### config.mk
export PLATFORM = sky130hd
export DESIGN_NAME = rvfpm_result_fifo
export DESIGN_NICKNAME = d
export VERILOG_FILES = /design/src/rtl/rvfpm_result_fifo.sv
export SDC_FILE = /design/constraint.sdc
export NUM_CORES = 1
export LEC_CHECK = 0
export BUFFER_PORTS_ARGS = -buffer_cell sky130_fd_sc_hd__buf_4
export CORE_ASPECT_RATIO = 0.7
export CORE_MARGIN = 3
export CORE_UTILIZATION = 40
export CTS_CLUSTER_DIAMETER = 80
export DETAILED_ROUTE_END_ITERATION = 6
export PLACE_DENSITY_LB_ADDON = 0.05
export SYNTH_ARGS = -nofsm -noshare
export SYNTH_HDL_FRONTEND = slang
export SYNTH_SLANG_ARGS = --single-unit
### constraint.sdc
create_clock -name ck -period 2.5 [get_ports ck]
set_clock_uncertainty 0.1 [all_clocks]
set_input_delay 0.25 -clock ck [delete_from_list [all_inputs] [get_ports ck]]
set_output_delay 0.25 -clock ck [all_outputs]
set_load 0.05 [all_outputs]
### src/rtl/rvfpm_result_fifo.sv
// Result buffer between the rvfpm FPU and the core's XIF result channel: an in-order circular FIFO of DEPTH entries.
// Optional zero-latency pass-through when empty is enabled by defining RVFPM_RESULT_BYPASS_EN.

`ifndef X_ID_WIDTH
`define X_ID_WIDTH 4
`endif
`ifndef FLEN
`define FLEN 32
`endif

module rvfpm_result_fifo #(
    parameter int DEPTH      = 4,
    parameter int X_ID_WIDTH = `X_ID_WIDTH,
    parameter int FLEN       = `FLEN,
    parameter int CNT_W      = $clog2(DEPTH + 1)
) (
    input  logic                  ck,
    input  logic                  rst,
    input  logic                  flush,
    input  logic                  in_valid,
    output logic                  in_ready,
    input  logic [X_ID_WIDTH-1:0] in_id,
    input  logic [FLEN-1:0]       in_data,
    input  logic [4:0]            in_rd,
    input  logic                  in_we,
    input  logic                  in_exc,
    output logic                  out_valid,
    input  logic                  out_ready,
    output logic [X_ID_WIDTH-1:0] out_id,
    output logic [FLEN-1:0]       out_data,
    output logic [4:0]            out_rd,
    output logic                  out_we,
    output logic                  out_exc,
    output logic [CNT_W-1:0]      count
);

    localparam int PTR_W = (DEPTH > 1) ? $clog2(DEPTH) : 1;

    // Modulo-DEPTH increment; DEPTH need not be a power of two.
    function automatic logic [PTR_W-1:0] ptr_next(input logic [PTR_W-1:0] p);
        logic [PTR_W-1:0] n;
        if (p == PTR_W'(DEPTH - 1)) begin
            n = {PTR_W{1'b0}};
        end else begin
            n = p + PTR_W'(1);
        end
        return n;
    endfunction

    logic [X_ID_WIDTH-1:0] id_mem_r   [DEPTH];
    logic [FLEN-1:0]       data_mem_r [DEPTH];
    logic [4:0]            rd_mem_r   [DEPTH];
    logic                  we_mem_r   [DEPTH];
    logic                  exc_mem_r  [DEPTH];

    logic [PTR_W-1:0] wr_ptr_r;
    logic [PTR_W-1:0] rd_ptr_r;
    logic [CNT_W-1:0] count_r;

    logic                  empty_s;
    logic                  full_s;
    logic                  in_ready_s;
    logic                  push_s;
    logic                  store_s;
    logic                  pop_s;
    logic                  out_valid_s;
    logic [X_ID_WIDTH-1:0] out_id_s;
    logic [FLEN-1:0]       out_data_s;
    logic [4:0]            out_rd_s;
    logic                  out_we_s;
    logic                  out_exc_s;

    // Handshake decode and head-entry output selection.
    always_comb begin
        empty_s     = (count_r == CNT_W'(0));
        full_s      = (count_r == CNT_W'(DEPTH));
        // in_ready deliberately ignores out_ready so bypass cannot form a loop.
        in_ready_s  = !rst && !full_s;
        push_s      = in_valid && in_ready_s;
        pop_s       = out_ready && !empty_s;
        out_id_s    = id_mem_r[rd_ptr_r];
        out_data_s  = data_mem_r[rd_ptr_r];
        out_rd_s    = rd_mem_r[rd_ptr_r];
        out_we_s    = we_mem_r[rd_ptr_r];
        out_exc_s   = exc_mem_r[rd_ptr_r];
`ifdef RVFPM_RESULT_BYPASS_EN
        out_valid_s = !empty_s || push_s;
        store_s     = push_s && !(empty_s && out_ready);
        if (empty_s) begin
            out_id_s   = in_id;
            out_data_s = in_data;
            out_rd_s   = in_rd;
            out_we_s   = in_we;
            out_exc_s  = in_exc;
        end else begin
            out_id_s   = id_mem_r[rd_ptr_r];
            out_data_s = data_mem_r[rd_ptr_r];
            out_rd_s   = rd_mem_r[rd_ptr_r];
            out_we_s   = we_mem_r[rd_ptr_r];
            out_exc_s  = exc_mem_r[rd_ptr_r];
        end
`else
        out_valid_s = !empty_s;
        store_s     = push_s;
`endif
    end

    // Entry storage; data path needs no reset since count gates visibility.
    always_ff @(posedge ck) begin
        if (store_s && !flush) begin
            id_mem_r[wr_ptr_r]   <= in_id;
            data_mem_r[wr_ptr_r] <= in_data;
            rd_mem_r[wr_ptr_r]   <= in_rd;
            we_mem_r[wr_ptr_r]   <= in_we;
            exc_mem_r[wr_ptr_r]  <= in_exc;
        end else begin
            id_mem_r[wr_ptr_r]   <= id_mem_r[wr_ptr_r];
            data_mem_r[wr_ptr_r] <= data_mem_r[wr_ptr_r];
            rd_mem_r[wr_ptr_r]   <= rd_mem_r[wr_ptr_r];
            we_mem_r[wr_ptr_r]   <= we_mem_r[wr_ptr_r];
            exc_mem_r[wr_ptr_r]  <= exc_mem_r[wr_ptr_r];
        end
    end

    // Pointer and occupancy update; reset and flush both empty the buffer.
    always_ff @(posedge ck) begin
        if (rst || flush) begin
            wr_ptr_r <= {PTR_W{1'b0}};
            rd_ptr_r <= {PTR_W{1'b0}};
            count_r  <= {CNT_W{1'b0}};
        end else begin
            if (store_s) begin
                wr_ptr_r <= ptr_next(wr_ptr_r);
            end else begin
                wr_ptr_r <= wr_ptr_r;
            end
            if (pop_s) begin
                rd_ptr_r <= ptr_next(rd_ptr_r);
            end else begin
                rd_ptr_r <= rd_ptr_r;
            end
            case ({store_s, pop_s})
                2'b10:   count_r <= count_r + CNT_W'(1);
                2'b01:   count_r <= count_r - CNT_W'(1);
                default: count_r <= count_r;
            endcase
        end
    end

    assign in_ready  = in_ready_s;
    assign out_valid = out_valid_s;
    assign out_id    = out_id_s;
    assign out_data  = out_data_s;
    assign out_rd    = out_rd_s;
    assign out_we    = out_we_s;
    assign out_exc   = out_exc_s;
    assign count     = count_r;

endmodule

==> impl_metrics.yaml, run 1 <==
status:
  status: "finished, final reports clean"
yosys:
  synth_compound_area_frac: 0.00965
  yosysWarnings: 0
  synth_area_per_cell_um2: 23.9
  synth.distinct_cells: 30
  syn_nets: 337
  synth_top_family_by_area: "multiplexers"
  synthSimpleGateAreaFrac: 0.0195
  synth_top_area_cell: "edfxtp_1"
  synth_edf_count: 172
  yosysMostFrequentCell: "edfxtp_1"
  yosysSeqAreaShare: 0.793
  netlist_top_cells_count: "edfxtp_1 (172), mux4_2 (43), dfxtp_1 (9), inv_1 (7)"
  synth-adder-area-share: 0.0141
  synthArstFlopShare: 0
  synth-xor-area-share: 0.00260
  synthMuxAreaShare: 0.145
  ys.flop_type: "edfxtp_1"
  synth_top_area_frac: 0.766
  syn_area_um2: 6740
  synth_cells: 282
  ys_ff_latch: 181
  ys_top_cells_by_area: "edfxtp_1 (77%), mux4_2 (14%), dfxtp_1 (2.7%)"
timing:
  worst_pin_slew_ns: 0.398
  fin_crit_sh: 0.939
  rsz0062_at_grt: "false"
  slew_violations: 0
  min_period_ns: 2.35
  fin_tns_setup_ns: 0
  fmax_ghz: 0.426
  hold_violations: 0
  setup_violations: 0
  relSlewSlack: 0.734
clocking:
  cts.path.max_buffers: 2
  clk-insertion-delay-late_ns: 0.42
  cts-htree-levels: 4
  cts_hold_buf: 43
  cts.sinks: 181
  clk_pin_slew_ns: 0.07
  root_buffer: "clkbuf_16"
  cts_inserted_buffers: 17
  postCtsSetupBuffers: 0
  cts-resized-gates: 0
  cts_tree: "built"
detailed_routing:
  ant_nets: 0
  wirelength_um: 12300
  detailroute.via_count: 3180
  viasPerCell: 4.69
  drtIter0Drc: 137
  drc_errors: 0
  wl_per_cell_um: 18.1
  first_pass_iters: 4
min_path:
  hold_class: "primary input to flop"
pwr:
  total_power_mw: 6.54
  power_density_nw_per_um2: 739
  ir_worst_vdd_uv: 403
  p_leak_nw: 3.01
setup_path:
  critPathLaunchType: "flop"
  worstRegToRegCells: 8
  arrival_ns: 2.00
  required_ns: 2.15
  rr_startpoint: "count[1]"
  endpoint: "out_data[13]"
  r2r_setup_slack_ns: 0.20
  crit_type: "flop to output pin"
  crit_fanout: 17
  r2r_end: "count[2]"
  endpoint_kind: "output pin"
grt:
  grt_use_total: 0.140
  grt_overflow_total: 0
  grt_max_degree: 44
  grt_first_pass_wirelength_um: 19000
  grt_pass1_vias: 3452
  antenna_found_initial: 0
floorplanning:
  die_y_um: 115
  design.core.area_um2: 16400
  start_util: 0.411
  io_pins: 96
  die_w_um: 161
  row_count: 39
  dieArea_um2: 18500
layout:
  n_antenna_cell: 0
  area_delta_synth_final_pct: 31.3
  drive_gt1_frac: 0.426
  num-nets-final: 495
place:
  port_buffers: 95
  gp_congestion: 0.762
  place_hpwl_um: 7300
job:
  maxCapViolations: 0
[per-layer routing]
metal	vias to the layer above	routed length (um)	GRT usage	share of wire
li1	1492	-	-	-
met1	1602	5480	0.179	0.45
met2	73	6080	0.231	0.50
met3	13	563	0.0383	0.046
met4	0	146	0.0533	0.012
met5	-	0	0	0
[cells by family (layout without fill, tap and decap cells)]
family / Yosys count / in the layout
flip-flops: 181 / 181
multiplexers: 44 / 44
AND/OR/NAND/NOR: 21 / 21
buffers and inverters: 18 / 189
AO/OA/AOI/OAI: 9 / 9
adder cells (fa/ha/maj): 7 / 7
XOR/XNOR: 2 / 2
[layout make-up]
class | count | area [um2]
clock inverters | 14 | 199
repair buffers | 150 | 1270
flip-flops and latches | 181 | 5350
clock buffers | 18 | 429
fillers | 1331 | 7540
well taps | 225 | 282
multi-input cells | 83 | 1290
inverters | 7 | 26.3
[worst min-delay path by stage]
stage,start,endpoint,slack (ns),cells past startpoint
after floorplan,in_data[0],data_mem_r[0][0],0.25,0
after global placement,in_data[6],data_mem_r[2][6],0.35,1
after detailed placement,in_data[6],data_mem_r[0][6],0.35,1
after CTS,out_ready,flop,0.07,4
after global routing,rst,wr_ptr_r[0],0.1,4
final,out_ready,flop,0.09,4
[layout by cell type, fill, tap and decap left out, types with 2 or more instances in the layout]
master / n
inv_8: 2
clkinv_2: 2
xor2_1: 2
a21oi_1: 3
dlygate4sd3_1: 43
dfxtp_2: 2
and2_2: 4
inv_6: 2
nor2_1: 6
buf_4: 104
bufinv_16: 4
clkbuf_16: 17
edfxtp_1: 172
dfxtp_1: 6
clkinv_4: 2
mux4_2: 43
or3_1: 2
nand2_1: 2
inv_1: 7
ha_1: 6
buf_12: 3
[sequential cells by signal, summed over array words and instances, names as in the netlist, named ones only]
| signal | cells |
|---|---|
| id_mem_r | 16 |
| data_mem_r | 128 |
| wr_ptr_r | 2 |
| count | 3 |
| rd_mem_r | 20 |
| rd_ptr_r | 2 |
| we_mem_r | 4 |
| exc_mem_r | 4 |
[critical path, cell delays in order (launching register included)]
cell     delay (ns)
dfxtp_4        0.60
buf_12         0.22
mux4_2         0.53
buf_4          0.21
[power by group]
group,internal [mW],switching [mW],total (mW)
clock network,1.69,1.13,2.82
registers,3.34,0.0111,3.36
logic,0.169,0.200,0.368
total,5.20,1.34,6.54
[stage by stage]
| stage | setup slack, ns | area [um2] | hold slack, ns | instances | utilization |
|---|---|---|---|---|---|
| 6_report | 0.153 | 8850 | 0.0860 | 678 | 0.540 |
| 5_1_grt | 0.0336 | 8850 | 0.0972 | 678 | 0.540 |
| 4_1_cts | 0.0976 | 8850 | 0.0722 | 678 | 0.540 |
| 3_5_place_dp | 0.212 | 7790 | 0.353 | 603 | 0.475 |
| 3_3_place_gp | 0.270 | 7790 | 0.351 | 603 | 0.475 |
| 2_1_floorplan | 0.0909 | 6750 | 0.249 | 282 | - |
(Power assumes the default switching activity.)
==> run 2, diff against run 1 <==
==> constraint.sdc (replaced) <==
create_clock -name ck -period 2.3 [get_ports ck]
set_clock_uncertainty 0.1 [all_clocks]
set_input_delay 0.23 -clock ck [delete_from_list [all_inputs] [get_ports ck]]
set_output_delay 0.23 -clock ck [all_outputs]
set_load 0.05 [all_outputs]
==> run 2 against run 1 <==
Compared with the run above:
- first-iteration DRC count increased by 32%
- sequential power grew 8.3%
- via count increased by 3.4%
- flip-flop and latch count unchanged
- global-route usage increased by 0.31 points
- clock-buffer cell count down 1
- critical path depth up 5
- non-clock buffer count is 8 higher
- cell area grew 1.4%
- routed wire length increased by 1.2%
- worst hold slack got worse by 0.024 ns
==> impl_metrics.yaml, run 2 (synthesized netlist as in run 1, its figures left out) <==
status:
  status: "finished, final reports clean"
setup_path:
  critPathLaunchType: "flop"
  required_ns: 2.54
  arrival_ns: 2.40
  worstRegToRegCells: 8
  r2r_setup_slack_ns: 0.14
  endpoint_kind: "flop"
  crit_fanout: 5
  rr_startpoint: "count[2]"
  r2r_end: "count[2]"
  crit_type: "flop to flop"
pwr:
  power_density_nw_per_um2: 767
  p_leak_nw: 3.05
  total_power_mw: 6.88
  p_clk_frac: 0.410
  switchingPower_mw: 1.52
  ir_worst_vdd_uv: 366
  power_frac_comb: 0.061
  p_int_mw: 5.37
  swShare: 0.221
  seqPwrFrac: 0.529
clocking:
  clk-insertion-delay-late_ns: 0.43
  clk_pin_slew_ns: 0.07
  cts-htree-levels: 4
  cts_inserted_buffers: 17
  cts_tree: "built"
  cts.sinks: 181
  cts.path.max_buffers: 2
  root_buffer: "clkbuf_16"
timing:
  rsz0062_at_grt: "false"
  setup_violations: 0
  relSlewSlack: 0.744
  min_period_ns: 2.16
  hold_violations: 0
  fin_tns_setup_ns: 0
  worst_pin_slew_ns: 0.384
  slew_violations: 0
  fmax_ghz: 0.463
  fin_crit_sh: 0.939
grt:
  grt_use_total: 0.143
  grt_overflow_total: 0
  antenna_found_initial: 0
  grt_max_degree: 26
  grt_first_pass_wirelength_um: 19600
  grt_pass1_vias: 3485
min_path:
  hold_class: "primary input to flop"
  holdCritStartpoint: "out_ready"
  min_path_cells: 4
place:
  dp.cells: 604
  dpl_cell_area_um2: 7890
  place_hpwl_um: 7440
  port_buffers: 95
  gp_congestion: 0.719
floorplanning:
  row_count: 39
  io_pins: 96
  die_y_um: 115
  die_w_um: 161
  dieArea_um2: 18500
  start_util: 0.411
  design.core.area_um2: 16400
layout:
  final_util: 0.547
  largest_reg_flops: 128
  area_delta_synth_final_pct: 33.2
  regMostFlops: "data_mem_r"
  layout_common_cells: "edfxtp_1 (172), buf_4 (105), mux4_2 (43), dlygate4sd3_1 (43), clkbuf_16 (17)"
  nFillCells: 1281
  finalNonFillerCells: 686
  num-nets-final: 503
  layout_commonest_cell: "edfxtp_1"
  n_antenna_cell: 0
  drive_gt1_frac: 0.451
  final_cell_area_um2: 8980
  reg_top3: "data_mem_r (128), rd_mem_r (20), id_mem_r (16)"
detailed_routing:
  wl_per_cell_um: 18.1
  wirelength_um: 12400
  viasPerCell: 4.79
  detailroute.via_count: 3287
  drtIter0Drc: 181
  first_pass_iters: 5
  ant_nets: 0
  drc_errors: 0
job:
  maxCapViolations: 0
==> run 2: area by class of cell <==
class                   instances  area [um2]  share of cell area
clock buffers                  17         425              0.0474
well taps                     225         282              0.0314
multi-input cells              83        1300               0.145
repair buffers                158        1420               0.158
clock inverters                15         165              0.0184
inverters                       7        26.3             0.00293
flip-flops and latches        181        5360               0.597
==> run 2: worst max-delay path by stage <==
stage,slack (ns),end,from,cells after the start
3_3_place_gp,0.09,count[2],count[2],8
3_5_place_dp,0.04,count[2],count[2],8
2_1_floorplan,0.03,count[2],count[1],8
5_1_grt,0.04,count[2],count[2],8
6_report,0.14,count[2],count[2],8
4_1_cts,0.04,count[2],count[2],8
==> run 2: per-layer routing <==
metal / routed length (um) / vias to the layer above / global-route usage
li1: - / 1504 / -
met1: 5690 / 1701 / 0.192
met2: 6050 / 75 / 0.222
met3: 574 / 7 / 0.0481
met4: 108 / 0 / 0.0464
met5: 0 / - / 0
==> run 2: power by group through the flow <==
stage | combinational, mW | sequential [mW] | clock (mW)
2_1_floorplan | 0.183 | 3.72 | 0
3_3_place_gp | 0.347 | 3.72 | 0
3_5_place_dp | 0.354 | 3.72 | 0
4_1_cts | 0.417 | 3.64 | 2.91
5_1_grt | 0.447 | 3.64 | 3.05
6_report | 0.418 | 3.64 | 2.83
==> run 2: metrics by stage <==
stage          setup WS (ns)  hold WS (ns)
5_1_grt               0.0402        0.0553
3_3_place_gp          0.0947         0.331
4_1_cts               0.0360        0.0428
6_report               0.141        0.0621
3_5_place_dp          0.0447         0.333
2_1_floorplan         0.0317         0.229
==> run 2: timing repair <==
| action | in CTS | in global routing |
|---|---|---|
| setup buffers | 2 | 5 |
| hold buffers | 43 | 0 |
| hold endpoints to repair | 172 | 0 |
| endpoints found under the setup margin | 20 | 1 |
| gates resized for setup | 0 | 4 |
==> run 2: critical path, stage by stage (launching register included) <==
cell and delay (ns):
dfxtp_4 0.36, or3b_4 0.40, nand2_2 0.08, ha_2 0.18, inv_1 0.05, fa_2 0.33
xor2_1 0.15, or3_1 0.31, a21oi_1 0.13
==> run 3, diff against run 2 <==
==> constraint.sdc (replaced) <==
create_clock -name ck -period 2.3 [get_ports ck]
set_clock_uncertainty 0.1 [all_clocks]
set_input_delay 0.23 -clock ck [delete_from_list [all_inputs] [get_ports ck]]
set_output_delay 0.23 -clock ck [all_outputs]
set_load 0.005 [all_outputs]
==> run 3 against run 2 <==
Compared with the run above:
- clock power grew 7.1%
- cell area shrank 0.79%
- sequential share of layout area grew 0.38 points
- register-to-register slack lost 0.03 ns
- cell count shrank 0.87%
- combinational power shrank 27%
- first-iteration DRC count grew 13%
- global-route usage is essentially flat
- routed wire length shrank 0.65%
- critical path depth is the same
- via count shrank 1.6%
- maximum frequency shrank 1.3%
- largest cell class unchanged
==> impl_metrics.yaml, run 3 (synthesized netlist as in run 1, its figures left out) <==
grt:
  grt_use_total: 0.143
  antenna_found_initial: 0
  grt_max_degree: 44
  grt_overflow_total: 0
  grt_first_pass_wirelength_um: 19200
  grt_pass1_vias: 3435
setup_path:
  arrival_ns: 2.44
  crit_fanout: 4
  crit_type: "flop to flop"
  rr_startpoint: "count[2]"
  endpoint_kind: "flop"
  required_ns: 2.55
  r2r_end: "count[2]"
  r2r_setup_slack_ns: 0.11
  worstRegToRegCells: 8
  critPathLaunchType: "flop"
  crit_start: "count[2]"
timing:
  hold_violations: 0
  fin_tns_setup_ns: 0
  fmax_ghz: 0.457
  setup_violations: 0
  relSlewSlack: 0.734
  slew_violations: 0
  worst_pin_slew_ns: 0.399
  rsz0062_at_grt: "false"
  fin_crit_sh: 0.951
  min_period_ns: 2.19
pwr:
  swShare: 0.191
  ir_worst_vdd_uv: 633
  p_leak_nw: 3.02
  switchingPower_mw: 1.33
  p_clk_frac: 0.434
  seqPwrFrac: 0.522
  power_frac_comb: 0.044
  p_int_mw: 5.65
  power_density_nw_per_um2: 784
clocking:
  postCtsSetupBuffers: 0
  cts_tree: "built"
  clk_pin_slew_ns: 0.06
  clk-insertion-delay-late_ns: 0.42
  cts-htree-levels: 4
  cts.path.max_buffers: 2
  root_buffer: "clkbuf_16"
  cts_inserted_buffers: 17
  cts.sinks: 181
layout:
  multi_input_area_um2: 1300
  reg_top3: "data_mem_r (128), rd_mem_r (20), id_mem_r (16)"
  regMostFlops: "data_mem_r"
  regArea_um2: 5350
  largest_reg_flops: 128
  layout_commonest_cell: "edfxtp_1"
  area_delta_synth_final_pct: 32.1
  num-nets-final: 497
  nFillCells: 1299
  final_util: 0.543
  finalNonFillerCells: 680
  layout_common_cells: "edfxtp_1 (172), buf_4 (103), mux4_2 (43), dlygate4sd3_1 (43), clkbuf_16 (17)"
  final_cell_area_um2: 8900
  drive_gt1_frac: 0.435
  n_antenna_cell: 0
detailed_routing:
  viasPerCell: 4.76
  wl_met2_um: 5740
  drtIter0Drc: 205
  wl_per_cell_um: 18.1
  dr.max_layer_used: "met4"
  drc_errors: 0
  m1WireLength_um: 5740
  wl_met3_um: 681
  wirelength_um: 12300
  ant_nets: 0
  first_pass_iters: 4
  detailroute.via_count: 3235
floorplanning:
  io_pins: 96
  start_util: 0.411
  row_count: 39
  design.core.area_um2: 16400
  die_y_um: 115
  die_w_um: 161
  dieArea_um2: 18500
place:
  place_hpwl_um: 7110
  port_buffers: 95
  gp_congestion: 0.661
  dp.cells: 605
  dpl_cell_area_um2: 7840
min_path:
  holdCritStartpoint: "rst"
  hold_class: "primary input to flop"
  whs_endpoint: "wr_ptr_r[0]"
  min_path_cells: 4
status:
  status: "finished, final reports clean"
job:
  maxCapViolations: 0
## run 3: timing repair
item,CTS,global route
hold buffers,43,0
setup endpoints to repair,0,1
gates resized for setup,0,2
hold endpoints to repair,172,0
## run 3: metal layers
metal  GRT usage  vias up
li1            -     1500
met1       0.196     1629
met2       0.216       90
met3      0.0434       16
met4      0.0567        0
met5           0        -
## run 3: final cells by class
class,instances,area share
timing repair buffer,152,0.149
tap,225,0.0316
clock buffer,17,0.0478
clock inverter,15,0.0225
inverter,7,0.00295
multi-input combinational,83,0.146
sequential,181,0.601
## run 3: power groups by stage
stage	Sequential [mW]	Combinational, mW	Clock (mW)
after floorplan	3.72	0.0821	0
final	3.64	0.306	3.03
after CTS	3.64	0.311	3.13
after detailed placement	3.71	0.251	0
after global placement	3.71	0.246	0
after global routing	3.64	0.336	3.25
## run 3: worst max-delay path, stage by stage (launching register included)
cell,delay [ns]
dfxtp_1,0.33
or3b_4,0.41
nand2_2,0.08
ha_2,0.18
inv_1,0.05
fa_1,0.37
xor2_1,0.16
or3_1,0.30
a21oi_1,0.13
## run 3: how the worst max path moves through the flow
stage	to	cells past startpoint	slack (ns)
finish	count[2]	8	0.11
global route	count[2]	8	0.03
CTS	count[2]	8	0.1
detailed placement	count[2]	8	0.11
global placement	count[2]	8	0.13
floorplan	count[2]	8	0.1
## run 3: per-stage QoR
| stage | power [mW] | worst slack (ns) | hold WS (ns) |
|---|---|---|---|
| 6_report | 6.98 | 0.113 | 0.0922 |
| 5_1_grt | 7.23 | 0.0261 | 0.0885 |
| 3_5_place_dp | 3.97 | 0.109 | 0.335 |
| 4_1_cts | 7.08 | 0.0971 | 0.0553 |
| 2_1_floorplan | 3.80 | 0.0956 | 0.229 |
| 3_3_place_gp | 3.96 | 0.131 | 0.331 |
